===== src/rtl/spi_arbiter_if.sv =====
// spi_arbiter_if: requester, response and SPI-engine signals of the two-requester SPI arbiter.
interface spi_arbiter_if;
  logic       req0_valid, req1_valid;
  logic [7:0] req0_data, req1_data;
  logic       req0_last, req1_last;
  logic       req0_ready, req1_ready;
  logic       rsp0_valid, rsp1_valid;
  logic [7:0] rsp0_data, rsp1_data;
  logic       rsp0_err, rsp1_err;
  logic       spi_start;
  logic [7:0] spi_data_tx;
  logic [7:0] spi_data_rx;
  logic       spi_busy;
  logic [1:0] cs_n;
  modport master (
    output req0_valid, req1_valid, req0_data, req1_data, req0_last, req1_last,
    output spi_data_rx, spi_busy,
    input  req0_ready, req1_ready, rsp0_valid, rsp1_valid, rsp0_data, rsp1_data,
    input  rsp0_err, rsp1_err, spi_start, spi_data_tx, cs_n
  );
  modport slave (
    input  req0_valid, req1_valid, req0_data, req1_data, req0_last, req1_last,
    input  spi_data_rx, spi_busy,
    output req0_ready, req1_ready, rsp0_valid, rsp1_valid, rsp0_data, rsp1_data,
    output rsp0_err, rsp1_err, spi_start, spi_data_tx, cs_n
  );
endinterface


===== src/rtl/spi_arbiter.sv =====
// spi_arbiter: round-robin arbiter sharing one SPI engine between two byte-stream requesters
module spi_arbiter #(
  parameter int CS_SETUP = 2,
  parameter int CS_HOLD = 2,
  parameter int START_TIMEOUT = 255
) (
  input logic raw_clk,
  input logic reset,
  spi_arbiter_if.slave bus
);
  localparam int MX = START_TIMEOUT > CS_SETUP ? (START_TIMEOUT > CS_HOLD ? START_TIMEOUT : CS_HOLD)
                                               : (CS_SETUP > CS_HOLD ? CS_SETUP : CS_HOLD);
  localparam int CW = $clog2(MX + 1);
  typedef enum logic [2:0] {IDLE, SETUP, WAIT_DATA, START, XFER, HOLD} state_t;
  state_t state, state_nxt;
  logic grant, grant_nxt, last_grant, last_grant_nxt, last_byte, last_byte_nxt, start, start_nxt;
  logic [CW-1:0] cnt, cnt_nxt;
  logic [1:0] cs, cs_nxt, rsp_v, rsp_v_nxt, rsp_e, rsp_e_nxt, vld;
  logic [1:0][7:0] rsp_d, rsp_d_nxt;
  logic [7:0] tx, tx_nxt;
  assign vld = {bus.req1_valid, bus.req0_valid};
  always_ff @(posedge raw_clk) begin
    if (reset) begin
      state <= IDLE;
      grant <= 1'b0;
      last_grant <= 1'b1;
      last_byte <= 1'b0;
      start <= 1'b0;
      cnt <= '0;
      cs <= 2'b11;
      rsp_v <= 2'b00;
      rsp_e <= 2'b00;
      rsp_d <= '0;
      tx <= '0;
    end else begin
      state <= state_nxt;
      grant <= grant_nxt;
      last_grant <= last_grant_nxt;
      last_byte <= last_byte_nxt;
      start <= start_nxt;
      cnt <= cnt_nxt;
      cs <= cs_nxt;
      rsp_v <= rsp_v_nxt;
      rsp_e <= rsp_e_nxt;
      rsp_d <= rsp_d_nxt;
      tx <= tx_nxt;
    end
  end
  always_comb begin
    state_nxt = state;
    grant_nxt = grant;
    last_grant_nxt = last_grant;
    last_byte_nxt = last_byte;
    start_nxt = start;
    cnt_nxt = cnt;
    cs_nxt = cs;
    rsp_v_nxt = 2'b00;
    rsp_e_nxt = 2'b00;
    rsp_d_nxt = rsp_d;
    tx_nxt = tx;
    case (state)
      IDLE: if (!bus.spi_busy && |vld) begin
        grant_nxt = vld == 2'b11 ? !last_grant : vld[1];
        cs_nxt = grant_nxt ? 2'b01 : 2'b10;
        cnt_nxt = '0;
        state_nxt = SETUP;
      end
      SETUP: if (cnt == CW'(CS_SETUP - 1)) begin
        cnt_nxt = '0;
        state_nxt = WAIT_DATA;
      end else cnt_nxt = cnt + 1'b1;
      WAIT_DATA: if (vld[grant]) begin
        tx_nxt = grant ? bus.req1_data : bus.req0_data;
        last_byte_nxt = grant ? bus.req1_last : bus.req0_last;
        start_nxt = 1'b1;
        cnt_nxt = '0;
        state_nxt = START;
      end
      START: if (bus.spi_busy) begin
        start_nxt = 1'b0;
        state_nxt = XFER;
      end else if (cnt == CW'(START_TIMEOUT - 1)) begin
        // engine never answered: report the error and give up the grant regardless of last
        start_nxt = 1'b0;
        rsp_v_nxt[grant] = 1'b1;
        rsp_e_nxt[grant] = 1'b1;
        rsp_d_nxt[grant] = '0;
        cnt_nxt = '0;
        state_nxt = HOLD;
      end else cnt_nxt = cnt + 1'b1;
      XFER: if (!bus.spi_busy) begin
        rsp_v_nxt[grant] = 1'b1;
        rsp_d_nxt[grant] = bus.spi_data_rx;
        cnt_nxt = '0;
        state_nxt = last_byte ? HOLD : WAIT_DATA;
      end
      HOLD: if (cnt == CW'(CS_HOLD - 1)) begin
        cs_nxt = 2'b11;
        last_grant_nxt = grant;
        state_nxt = IDLE;
      end else cnt_nxt = cnt + 1'b1;
      default: state_nxt = IDLE;
    endcase
  end
  assign bus.req0_ready = state == WAIT_DATA && !grant;
  assign bus.req1_ready = state == WAIT_DATA && grant;
  assign bus.rsp0_valid = rsp_v[0];
  assign bus.rsp1_valid = rsp_v[1];
  assign bus.rsp0_err = rsp_e[0];
  assign bus.rsp1_err = rsp_e[1];
  assign bus.rsp0_data = rsp_d[0];
  assign bus.rsp1_data = rsp_d[1];
  assign bus.spi_start = start;
  assign bus.spi_data_tx = tx;
  assign bus.cs_n = cs;
endmodule


===== src/flat_wrapper.sv =====
// flat-port wrapper written by rule: the top's interface ports become plain ports
module spi_arbiter_flat 
#(
  parameter int CS_SETUP = 2,
  parameter int CS_HOLD = 2,
  parameter int START_TIMEOUT = 255
)
  (raw_clk, reset, bus_req0_valid, bus_req1_valid, bus_req0_data, bus_req1_data, bus_req0_last, bus_req1_last, bus_spi_data_rx, bus_spi_busy, bus_req0_ready, bus_req1_ready, bus_rsp0_valid, bus_rsp1_valid, bus_rsp0_data, bus_rsp1_data, bus_rsp0_err, bus_rsp1_err, bus_spi_start, bus_spi_data_tx, bus_cs_n);
  spi_arbiter_if bus_i ();
  input logic raw_clk;
  input logic reset;
  input wire logic [$bits(bus_i.req0_valid)-1:0] bus_req0_valid;
  input wire logic [$bits(bus_i.req1_valid)-1:0] bus_req1_valid;
  input wire logic [$bits(bus_i.req0_data)-1:0] bus_req0_data;
  input wire logic [$bits(bus_i.req1_data)-1:0] bus_req1_data;
  input wire logic [$bits(bus_i.req0_last)-1:0] bus_req0_last;
  input wire logic [$bits(bus_i.req1_last)-1:0] bus_req1_last;
  input wire logic [$bits(bus_i.spi_data_rx)-1:0] bus_spi_data_rx;
  input wire logic [$bits(bus_i.spi_busy)-1:0] bus_spi_busy;
  output wire logic [$bits(bus_i.req0_ready)-1:0] bus_req0_ready;
  output wire logic [$bits(bus_i.req1_ready)-1:0] bus_req1_ready;
  output wire logic [$bits(bus_i.rsp0_valid)-1:0] bus_rsp0_valid;
  output wire logic [$bits(bus_i.rsp1_valid)-1:0] bus_rsp1_valid;
  output wire logic [$bits(bus_i.rsp0_data)-1:0] bus_rsp0_data;
  output wire logic [$bits(bus_i.rsp1_data)-1:0] bus_rsp1_data;
  output wire logic [$bits(bus_i.rsp0_err)-1:0] bus_rsp0_err;
  output wire logic [$bits(bus_i.rsp1_err)-1:0] bus_rsp1_err;
  output wire logic [$bits(bus_i.spi_start)-1:0] bus_spi_start;
  output wire logic [$bits(bus_i.spi_data_tx)-1:0] bus_spi_data_tx;
  output wire logic [$bits(bus_i.cs_n)-1:0] bus_cs_n;
  assign bus_i.req0_valid = bus_req0_valid;
  assign bus_i.req1_valid = bus_req1_valid;
  assign bus_i.req0_data = bus_req0_data;
  assign bus_i.req1_data = bus_req1_data;
  assign bus_i.req0_last = bus_req0_last;
  assign bus_i.req1_last = bus_req1_last;
  assign bus_i.spi_data_rx = bus_spi_data_rx;
  assign bus_i.spi_busy = bus_spi_busy;
  assign bus_req0_ready = bus_i.req0_ready;
  assign bus_req1_ready = bus_i.req1_ready;
  assign bus_rsp0_valid = bus_i.rsp0_valid;
  assign bus_rsp1_valid = bus_i.rsp1_valid;
  assign bus_rsp0_data = bus_i.rsp0_data;
  assign bus_rsp1_data = bus_i.rsp1_data;
  assign bus_rsp0_err = bus_i.rsp0_err;
  assign bus_rsp1_err = bus_i.rsp1_err;
  assign bus_spi_start = bus_i.spi_start;
  assign bus_spi_data_tx = bus_i.spi_data_tx;
  assign bus_cs_n = bus_i.cs_n;
  spi_arbiter #(.CS_SETUP(CS_SETUP), .CS_HOLD(CS_HOLD), .START_TIMEOUT(START_TIMEOUT)) u_core (.raw_clk(raw_clk), .reset(reset), .bus(bus_i));
endmodule

===== config.mk =====
export PLATFORM = sky130hd
export DESIGN_NAME = spi_arbiter_flat
export DESIGN_NICKNAME = d
export VERILOG_FILES = /design/src/rtl/spi_arbiter_if.sv /design/src/rtl/spi_arbiter.sv /design/src/flat_wrapper.sv
export SDC_FILE = /design/constraint.sdc
export NUM_CORES = 1
export LEC_CHECK = 0
export ABC_AREA = 1
export BUFFER_PORTS_ARGS = -buffer_cell sky130_fd_sc_hd__buf_2
export CORE_AREA = 2 2 74 76
export DETAILED_ROUTE_END_ITERATION = 8
export DIE_AREA = 0 0 76 78
export PLACE_DENSITY_LB_ADDON = 0.25
export SETUP_SLACK_MARGIN = 0.1
export SYNTH_ARGS = -nofsm -noshare
export SYNTH_HDL_FRONTEND = slang
export SYNTH_SLANG_ARGS = --single-unit

===== constraint.sdc =====
create_clock -name raw_clk -period 1.45 [get_ports raw_clk]
set_input_delay 0.145 -clock raw_clk [delete_from_list [all_inputs] [get_ports raw_clk]]
set_output_delay 0.145 -clock raw_clk [all_outputs]
set_load 0.01 [all_outputs]

==> impl_results.md, run 1 <==
- Num ports: 64
- Final period util: 108.7%
- Total gr overflow: 0
- Storage cell area: about 920 µm²
- Die width: 76 µm
- Final hold vios: 0
- Yosys reg bits: 45
- Yosys warns: 0
- Hpwl dp: 4.196 mm
- Remaining DRCs: 0
- Critical path startpoint category: flip-flop
- H-tree depth: 2
- HP Class: input port to flip-flop
- Register area share after synthesis: 40.70%
- Initial Util: 43.90%
- Final WL: 7.631 mm
- Fraction of synthesized area in multiplexers: 0%
- Post-Synth Adder-Cell Area: approximately 1.7%
- Required @ worst endpoint: 1.65 ns
- Vias in the first global route: 2420
- Placed insts: between 400 and 500
- Status: finished, violations left
- Setup violators final: 38
- WL/cell: 14.76 µm
- Final Cell Area: 0.003638 mm²
- CP max FO: 5
- Unique cell type count in the Yosys netlist: 27
- Share of cells above drive strength 1: between 40% and 50%
- Synth Area in Compound Gates: 13.34%
- Total number of vias: between 2000 and 3000
- Largest net degree at the start of global routing: 26
- Area delta synth->final: 64.39%
- Leak: approximately 1.6 nW
- Root buffer cell: clkbuf_8
- Synth Flop Type: dfxtp_1
- Worst slew margin: 78.17%
- Crit. End Element: flip-flop
- Syn Inst Count: 330
- Maxcap violations: 0
- Gr usage total: about a quarter
- DR WL met3: 451 µm
- CTS buffer count: 5
- GPL Wtd Cong: 0.9193
- Initial antenna violation count: 0
- Full die area: 0.005928 mm²
- CTS max path bufs: 2
- Fin Setup TNS: -3.236 ns
- # fillers: 357
- Max layer used: met4
- Final total power: 0.005370 W
- Count of pins over their slew limit: 0
- Clk_skew: 0.005259 ns
- Metal2 WL: 3.832 mm
- Setup CP Type: flip-flop to flip-flop
- Die Y-Extent: 78 µm
- NumNets Final: 480
- Violated checks: negative setup slack
- First-pass DRT Iterations: 5
- DRT iter0 DRCs: 120
- Reg clk slew, reported paths: 0.09 ns
- Post-synth EDFFs: 0
- Cts hold-fix bufs: 0
- # diodes: 0
- Clk_lat worst skew: 0.31 ns
- Area of the multi-input gates: 0.001595 mm²
- Placed Area: between 0.002 and 0.003 mm²
- CTS tree: done
- Fin worst setup slack: -0.1264 ns
- First-pass GRT wire length: 11.36 mm
- Fmax: 634.4 MHz
- PwrDens: ~1500 mW/mm²
- Mean area per synthesized cell: about 6.7 µm²
- RSZ-0062 raised after global routing: true
- Post-route minimum period: 1.576 ns
- Vias per cell: 5.238
- Final antenna-violating net count: 0
- Synthesized Nets: about 360
- Final std cells w/o fill: 517
- Synthesized area: about 0.0022 mm²
- Max IR drop VDD: 775.1 µV
- Core Area: 0.005042 mm²
- Synth Area in XOR/XNOR: 0.3957%
- # port buffers: 63
- Site Rows: 26
- Simple-Gate Fraction of Synth Area: between 30% and 40%
- Largest family of logic cells by synthesized area: simple AND/OR/NAND/NOR gates
- M1 WL: 3.089 mm
- Clock sink count: 45
- Data arrival time of the worst path: approximately 1.8 ns
- Fraction of registers with async set/reset: 0%
- Worst-margin pin slew: about 0.32 ns
==> flip-flops by register name, summed over array words and instances (netlist names) <==
name,count
u_core.cnt,8
u_core.bus.rsp0_data,8
u_core.bus.rsp1_data,8
u_core.state,3
u_core.rsp_v,2
u_core.rsp_e,2
u_core.bus.spi_data_tx,8
u_core.grant,1
u_core.bus.spi_start,1
u_core.bus.cs_n,2
u_core.last_byte,1
u_core.last_grant,1
==> report_power, final <==
group / internal, W / switching [W]
Combinational: 0.00130 / 0.00165
Clock: 0.000343 / 0.000475
Sequential: 0.00142 / 0.000174
==> routing by layer <==
| metal | vias to the layer above | global-route usage (%) |
|---|---|---|
| li1 | 1312 | - |
| met1 | 1253 | 28.99 |
| met2 | 111 | 40.54 |
| met3 | 32 | 4.884 |
| met4 | 0 | 10.36 |
| met5 | - | 0 |
==> cell usage in the layout (no fill, tap or decap), drive strengths merged <==
| cell type | netlist | layout |
|---|---|---|
| o21ai | 16 | 16 |
| o211ai | 1 | 1 |
| clkinvlp | 0 | 1 |
| clkinv | 0 | 1 |
| or2 | 1 | 1 |
| a21oi | 27 | 27 |
| a31oi | 9 | 9 |
| inv | 26 | 27 |
| a211oi | 1 | 1 |
| nand4 | 5 | 5 |
| xnor2 | 1 | 1 |
| dfxtp | 45 | 45 |
| nand2 | 115 | 115 |
| o2111ai | 1 | 1 |
| buf | 4 | 116 |
| nor2 | 39 | 40 |
| nand3 | 22 | 24 |
| clkbuf | 6 | 5 |
| nor3 | 7 | 7 |
| ha | 3 | 3 |
| nand3b | 1 | 1 |
==> repair_timing <==
action / CTS / global route
cloned: 5 / 1
resized for setup: 56 / 70
pin swaps: 13 / 21
buffers inserted: 16 / 9
endpoints found under the setup margin: 45 / 47
endpoints found under the hold margin: 0 / 0
==> kinds of logic after synthesis <==
group,Yosys count
AO/OA/AOI/OAI,55
XOR/XNOR,1
adder cells (fa/ha/maj),3
buffers and inverters,36
flip-flops,45
AND/OR/NAND/NOR,190
==> cell type report <==
cell class,instances,area share [%]
timing repair buffer,116,23.14
tap,70,2.407
clock buffer,5,1.891
clock inverter,3,0.5846
multi-input combinational,252,43.84
inverter,26,2.889
sequential,45,25.24
==> through the flow <==
stage	setup WS (ns)	util, %	hold slack, ns
global route	-0.1695	72.16	0.09231
detailed placement	-0.07934	55.46	0.4155
floorplan	0.09422	-	0.2928
CTS	-0.04293	65.83	0.08299
finish	-0.1264	72.16	0.08812
global placement	-0.06032	55.46	0.4116
==> cells in the mapped netlist (all sizes together), types with 3 or more instances <==
cell    count  area (µm²)
nand4       5       31.28
inv        26       97.59
buf         4       25.02
nand3      22       120.1
nor3        7       45.04
o21ai      16       80.07
a21oi      27       135.1
dfxtp      45       900.9
clkbuf      6       22.52
ha          3       37.54
nand2     115       439.2
a31oi       9       56.30
nor2       39       176.4
==> critical path, cell delays in order (launching register included) <==
cell and delay (ns):
dfxtp_4 0.40, buf_6 0.12, nand2_4 0.05, nor2_4 0.12, inv_2 0.06, buf_6 0.12, nor2_4 0.18, buf_6 0.13
buf_12 0.11, buf_16 0.11, a31oi_4 0.07
==> path summary, 6_finish.rpt <==
kind	from	endpoint	slack [ns]	depth (start not counted)
worst min-delay path	bus_req0_last	u_core.last_byte	0.09	3
worst max register to register	u_core.state[1]	u_core.bus.spi_data_tx[3]	-0.13	10
worst max-delay path	u_core.state[1]	u_core.bus.spi_data_tx[3]	-0.13	10
worst min register to register	u_core.bus.rsp1_data[7]	u_core.bus.rsp1_data[7]	0.46	2
(Power assumes the default switching activity.)
==> run 2: changes to the inputs <==
- RECOVER_POWER: not set -> 100
==> impl_results.md, run 2 (synthesis gave the netlist of run 1 again) <==
- Die Y-Extent: between 70 and 80 µm
- GPL Wtd Cong: 0.9193
- Gr usage total: a little under a quarter
- Commonest non-fill, non-tap cells in the layout: nand2_1, dfxtp_1, buf_2, buf_4, clkbuf_1
- Initial antenna violation count: 0
- CTS buffer count: 5
- Site Rows: 26
- Final WL: about 7.6 mm
- DRT iter0 DRCs: around 100
- Hpwl dp: 4.196 mm
- Clock sink count: 45
- Placed Area: 0.002796 mm²
- Critical path startpoint category: flip-flop
- Final hold vios: 0
- Setup CP Type: flip-flop to flip-flop
- Final std cells w/o fill: just over 500
- Data arrival time of the worst path: 1.77 ns
- WL/cell: between 10 and 15 µm
- Flop pwr share: roughly 30%
- # diodes: 0
- Share of cells above drive strength 1: slightly above 40%
- First-pass DRT Iterations: 5
- Status: finished, violations left
- Root buffer cell: clkbuf_8
- Clk_skew: 0.003535 ns
- Worst-margin pin slew: 0.2931 ns
- Count of pins over their slew limit: 0
- Maxcap violations: 0
- Most common cell after layout, fill and taps aside: nand2_1
- Total number of vias: 2730
- Clock share of power: 15.3%
- Int Power: approximately 0.0030 W
- Fin worst setup slack: -0.1199 ns
- Final Cell Area: 0.003595 mm²
- Required @ worst endpoint: 1.65 ns
- First-pass GRT wire length: 11.36 mm
- Vias in the first global route: 2420
- Placed insts: 479
- Full die area: 0.005928 mm²
- Remaining DRCs: 0
- Vias per cell: 5.280
- Total gr overflow: 0
- Psw: 0.002307 W
- Max IR drop VDD: 775.0 µV
- Switching part of the total: 43.10%
- Final antenna-violating net count: 0
- Core Util, Final: 71.29%
- Final period util: 108.3%
- Crit. End Element: flip-flop
- CTS max path bufs: 2
- CP max FO: 5
- Core Area: 0.005042 mm²
- Area delta synth->final: 62.41%
- Largest net degree at the start of global routing: 26
- Clk_lat worst skew: 0.31 ns
- H-tree depth: 2
- Num ports: 64
- Setup violators final: 37
- RSZ-0062 raised after global routing: true
- Initial Util: 43.90%
- CTS tree: done
- Combinational power share: a little over half
- Post-route minimum period: 1.570 ns
- Die width: between 70 and 80 µm
- Cts hold-fix bufs: 0
- # port buffers: 63
- Hold Slack: 0.08988 ns
- PwrDens: about 1500 mW/mm²
- NumNets Final: 480
- Violated checks: negative setup slack
- # fillers: 386
- Worst slew margin: 80.25%
- Fmax: 637.0 MHz
- HP Class: input port to flip-flop
- Reg clk slew, reported paths: 0.09 ns
- Leak: around 1.5 nW
==> run 2: cell types whose count changed in the layout (fill, tap and decap cells not counted), sizes merged <==
cell    before  now
buf        116   85
clkbuf       5   36
==> run 2: per-layer routing <==
metal / up-vias / wire length [µm] / share of wire (%) / GRT usage (%)
li1: 1313 / - / - / -
met1: 1273 / 3076 / 40 / 28.99
met2: 112 / 3849 / 50 / 40.54
met3: 32 / 456 / 6.0 / 4.884
met4: 0 / 242 / 3.2 / 10.36
met5: - / 0 / 0 / 0
==> run 2: stage by stage <==
step	setup WS (ns)	TNS, ns	power, W
2_1_floorplan	0.09422	0	0.002640
3_3_place_gp	-0.06032	-0.09819	0.003193
3_5_place_dp	-0.07934	-0.4906	0.003210
4_1_cts	-0.04293	-0.4383	0.004733
5_1_grt	-0.1695	-5.056	0.005645
6_report	-0.1199	-3.004	0.005353
==> run 2: power by group through the flow <==
| stage | logic [W] | clock network, W | registers (W) |
|---|---|---|---|
| floorplan | 0.00106 | 0 | 0.00158 |
| global placement | 0.00166 | 0 | 0.00153 |
| detailed placement | 0.00168 | 0 | 0.00153 |
| CTS | 0.00237 | 0.000822 | 0.00154 |
| global route | 0.00314 | 0.000893 | 0.00161 |
| finish | 0.00294 | 0.000819 | 0.00160 |
==> run 2: final cells by class <==
cell class | count | area [µm²] | area share (%)
Clock buffer | 5 | 68.82 | 1.914
Clock inverter | 3 | 21.27 | 0.5917
Inverter | 26 | 105.1 | 2.924
Multi-Input combinational cell | 252 | 1590 | 44.24
Sequential cell | 45 | 918.4 | 25.55
Tap cell | 70 | 87.58 | 2.436
Timing Repair Buffer | 116 | 803.3 | 22.35
==> run 2: critical path, stage by stage (launching register included) <==
cell and delay, ns:
dfxtp_4 0.39, buf_6 0.12, nand2_4 0.05, nor2_4 0.12
inv_2 0.07, buf_6 0.12, nor2_4 0.18, buf_6 0.13
buf_12 0.11, buf_16 0.11, a31oi_4 0.06
==> run 2: path summary, 6_finish.rpt <==
kind,slack [ns],cells after the start,to,start
min,0.09,3,u_core.bus.rsp1_data[7],bus_spi_data_rx[7]
max,-0.12,10,u_core.bus.spi_data_tx[3],u_core.state[1]
min reg2reg,0.47,2,u_core.bus.rsp1_data[7],u_core.bus.rsp1_data[7]
max reg2reg,-0.12,10,u_core.bus.spi_data_tx[3],u_core.state[1]
==> run 2: what timing repair did <==
item / 4_1_cts / 5_1_grt
buffers inserted: 16 / 9
endpoints found under the setup margin: 45 / 47
gates cloned: 5 / 1
gates resized for setup: 56 / 70
pin swaps: 13 / 21
==> run 3: changes to the inputs <==
- PLACE_DENSITY: not set -> 0.71
- PLACE_DENSITY_LB_ADDON: 0.25 -> not set
- SETUP_SLACK_MARGIN: 0.1 -> 0.2
==> impl_results.md, run 3 (synthesis gave the netlist of run 1 again) <==
- Critical path startpoint category: flip-flop
- Total number of vias: 2644
- DRT iter0 DRCs: 165
- Max IR drop VDD: 1082 µV
- Final total power: 0.005251 W
- HP Class: input port to flip-flop
- Share of cells above drive strength 1: between 40% and 50%
- H-tree depth: 2
- Die Y-Extent: between 70 and 80 µm
- Placed Area: 0.002884 mm²
- Core Util, Final: 70.05%
- Setup violators final: 13
- First-pass GRT wire length: 10.54 mm
- Data arrival time of the worst path: about 1.7 ns
- NumNets Final: 476
- Vias per cell: just over 5
- Post-route minimum period: 1.483 ns
- Fmax: 674.3 MHz
- Violated checks: negative setup slack
- Root buffer cell: clkbuf_8
- Full die area: 0.005928 mm²
- Final WL: 6.972 mm
- Required @ worst endpoint: 1.66 ns
- Vias in the first global route: 2372
- Final Cell Area: ~0.0035 mm²
- Place WS: -0.02672 ns
- Cts hold-fix bufs: 0
- Leak: around 1.5 nW
- Final period util: 102.3%
- Clk_skew: just under 0.008 ns
- Hold Slack: 0.08721 ns
- Fin worst setup slack: -0.03312 ns
- Clk_lat worst skew: 0.31 ns
- Area delta synth->final: 59.58%
- CTS buffer count: 5
- Core Area: 0.005042 mm²
- Maxcap violations: 0
- Count of pins over their slew limit: 0
- Final hold vios: 0
- Initial antenna violation count: 0
- Num ports: 64
- Initial Util: a little over two fifths
- Total gr overflow: 0
- Most common cell after layout, fill and taps aside: nand2_1
- Worst-margin pin slew: 0.3695 ns
- PwrDens: approximately 1500 mW/mm²
- CTS tree: done
- Clock sink count: 45
- Reg clk slew, reported paths: 0.10 ns
- Status: finished, violations left
- WL/cell: 13.59 µm
- Die width: around 76 µm
- Setup CP Type: flip-flop to flip-flop
- First-pass DRT Iterations: 4
- Hpwl dp: 4.401 mm
- Gr usage total: 21.62%
- Final antenna-violating net count: 0
- GPL Wtd Cong: 0.8694
- CTS max path bufs: 2
- # port buffers: 63
- Site Rows: 26
- Commonest non-fill, non-tap cells in the layout: nand2_1, dfxtp_1, buf_4
- CP max FO: 4
- Crit. End Element: flip-flop
- # diodes: 0
- RSZ-0062 raised after global routing: true
- Worst slew margin: around 75%
- Remaining DRCs: 0
- Largest net degree at the start of global routing: 26
-- run 3: final timing paths --
check	startpoint	endpoint	slack, ns	depth (start not counted)
setup reg to reg	u_core.cnt[0]	u_core.cnt[1]	-0.03	11
hold / removal	bus_spi_data_rx[3]	u_core.bus.rsp0_data[3]	0.09	3
hold reg to reg	u_core.bus.rsp0_data[0]	u_core.bus.rsp0_data[0]	0.48	2
setup / recovery	u_core.cnt[0]	u_core.cnt[1]	-0.03	11
-- run 3: layer usage --
layer	part of all wire [%]	GRT usage (%)	routed length (µm)	vias up
met3	6.4	4.419	446	11
met5	0	0	0	-
li1	-	-	-	1306
met1	42	27.75	2951	1230
met2	49	37.14	3450	97
met4	1.8	5.818	123	0
-- run 3: cell type report --
class,instances,area (µm²)
clock inverter,3,28.78
fill,405,1510
sequential,45,922.1
timing repair buffer,113,769.5
inverter,26,110.1
multi-input combinational,251,1545
tap,70,87.58
clock buffer,5,68.82
-- run 3: worst max-delay path, stage by stage (launching register included) --
cell     delay, ns
dfxtp_4       0.38
inv_4         0.06
ha_4          0.13
inv_4         0.04
nor2_2        0.14
nand2_1       0.08
nand2_1       0.07
nand2_1       0.07
nor2_2        0.16
nand2_1       0.10
nand2_2       0.11
a21oi_1       0.05
-- run 3: stage by stage --
step / cells / setup TNS, ns
after floorplan: 330 / 0
after global placement: 485 / -0.01006
after detailed placement: 485 / -0.06453
after CTS: 505 / -0.02081
after global routing: 513 / -2.107
final: 513 / -0.2104
-- run 3: report_power, final --
part,internal [W],leakage (nW),switching (W)
Clock,0.000364,0.0511,0.000500
Sequential,0.00142,0.370,0.000186
Combinational,0.00126,1.04,0.00152
-- run 3: repair_timing --
item,CTS,global route
pin swaps,10,14
endpoints found under the setup margin,45,47
cloned,2,3
setup buffers,10,5
gates resized for setup,51,63
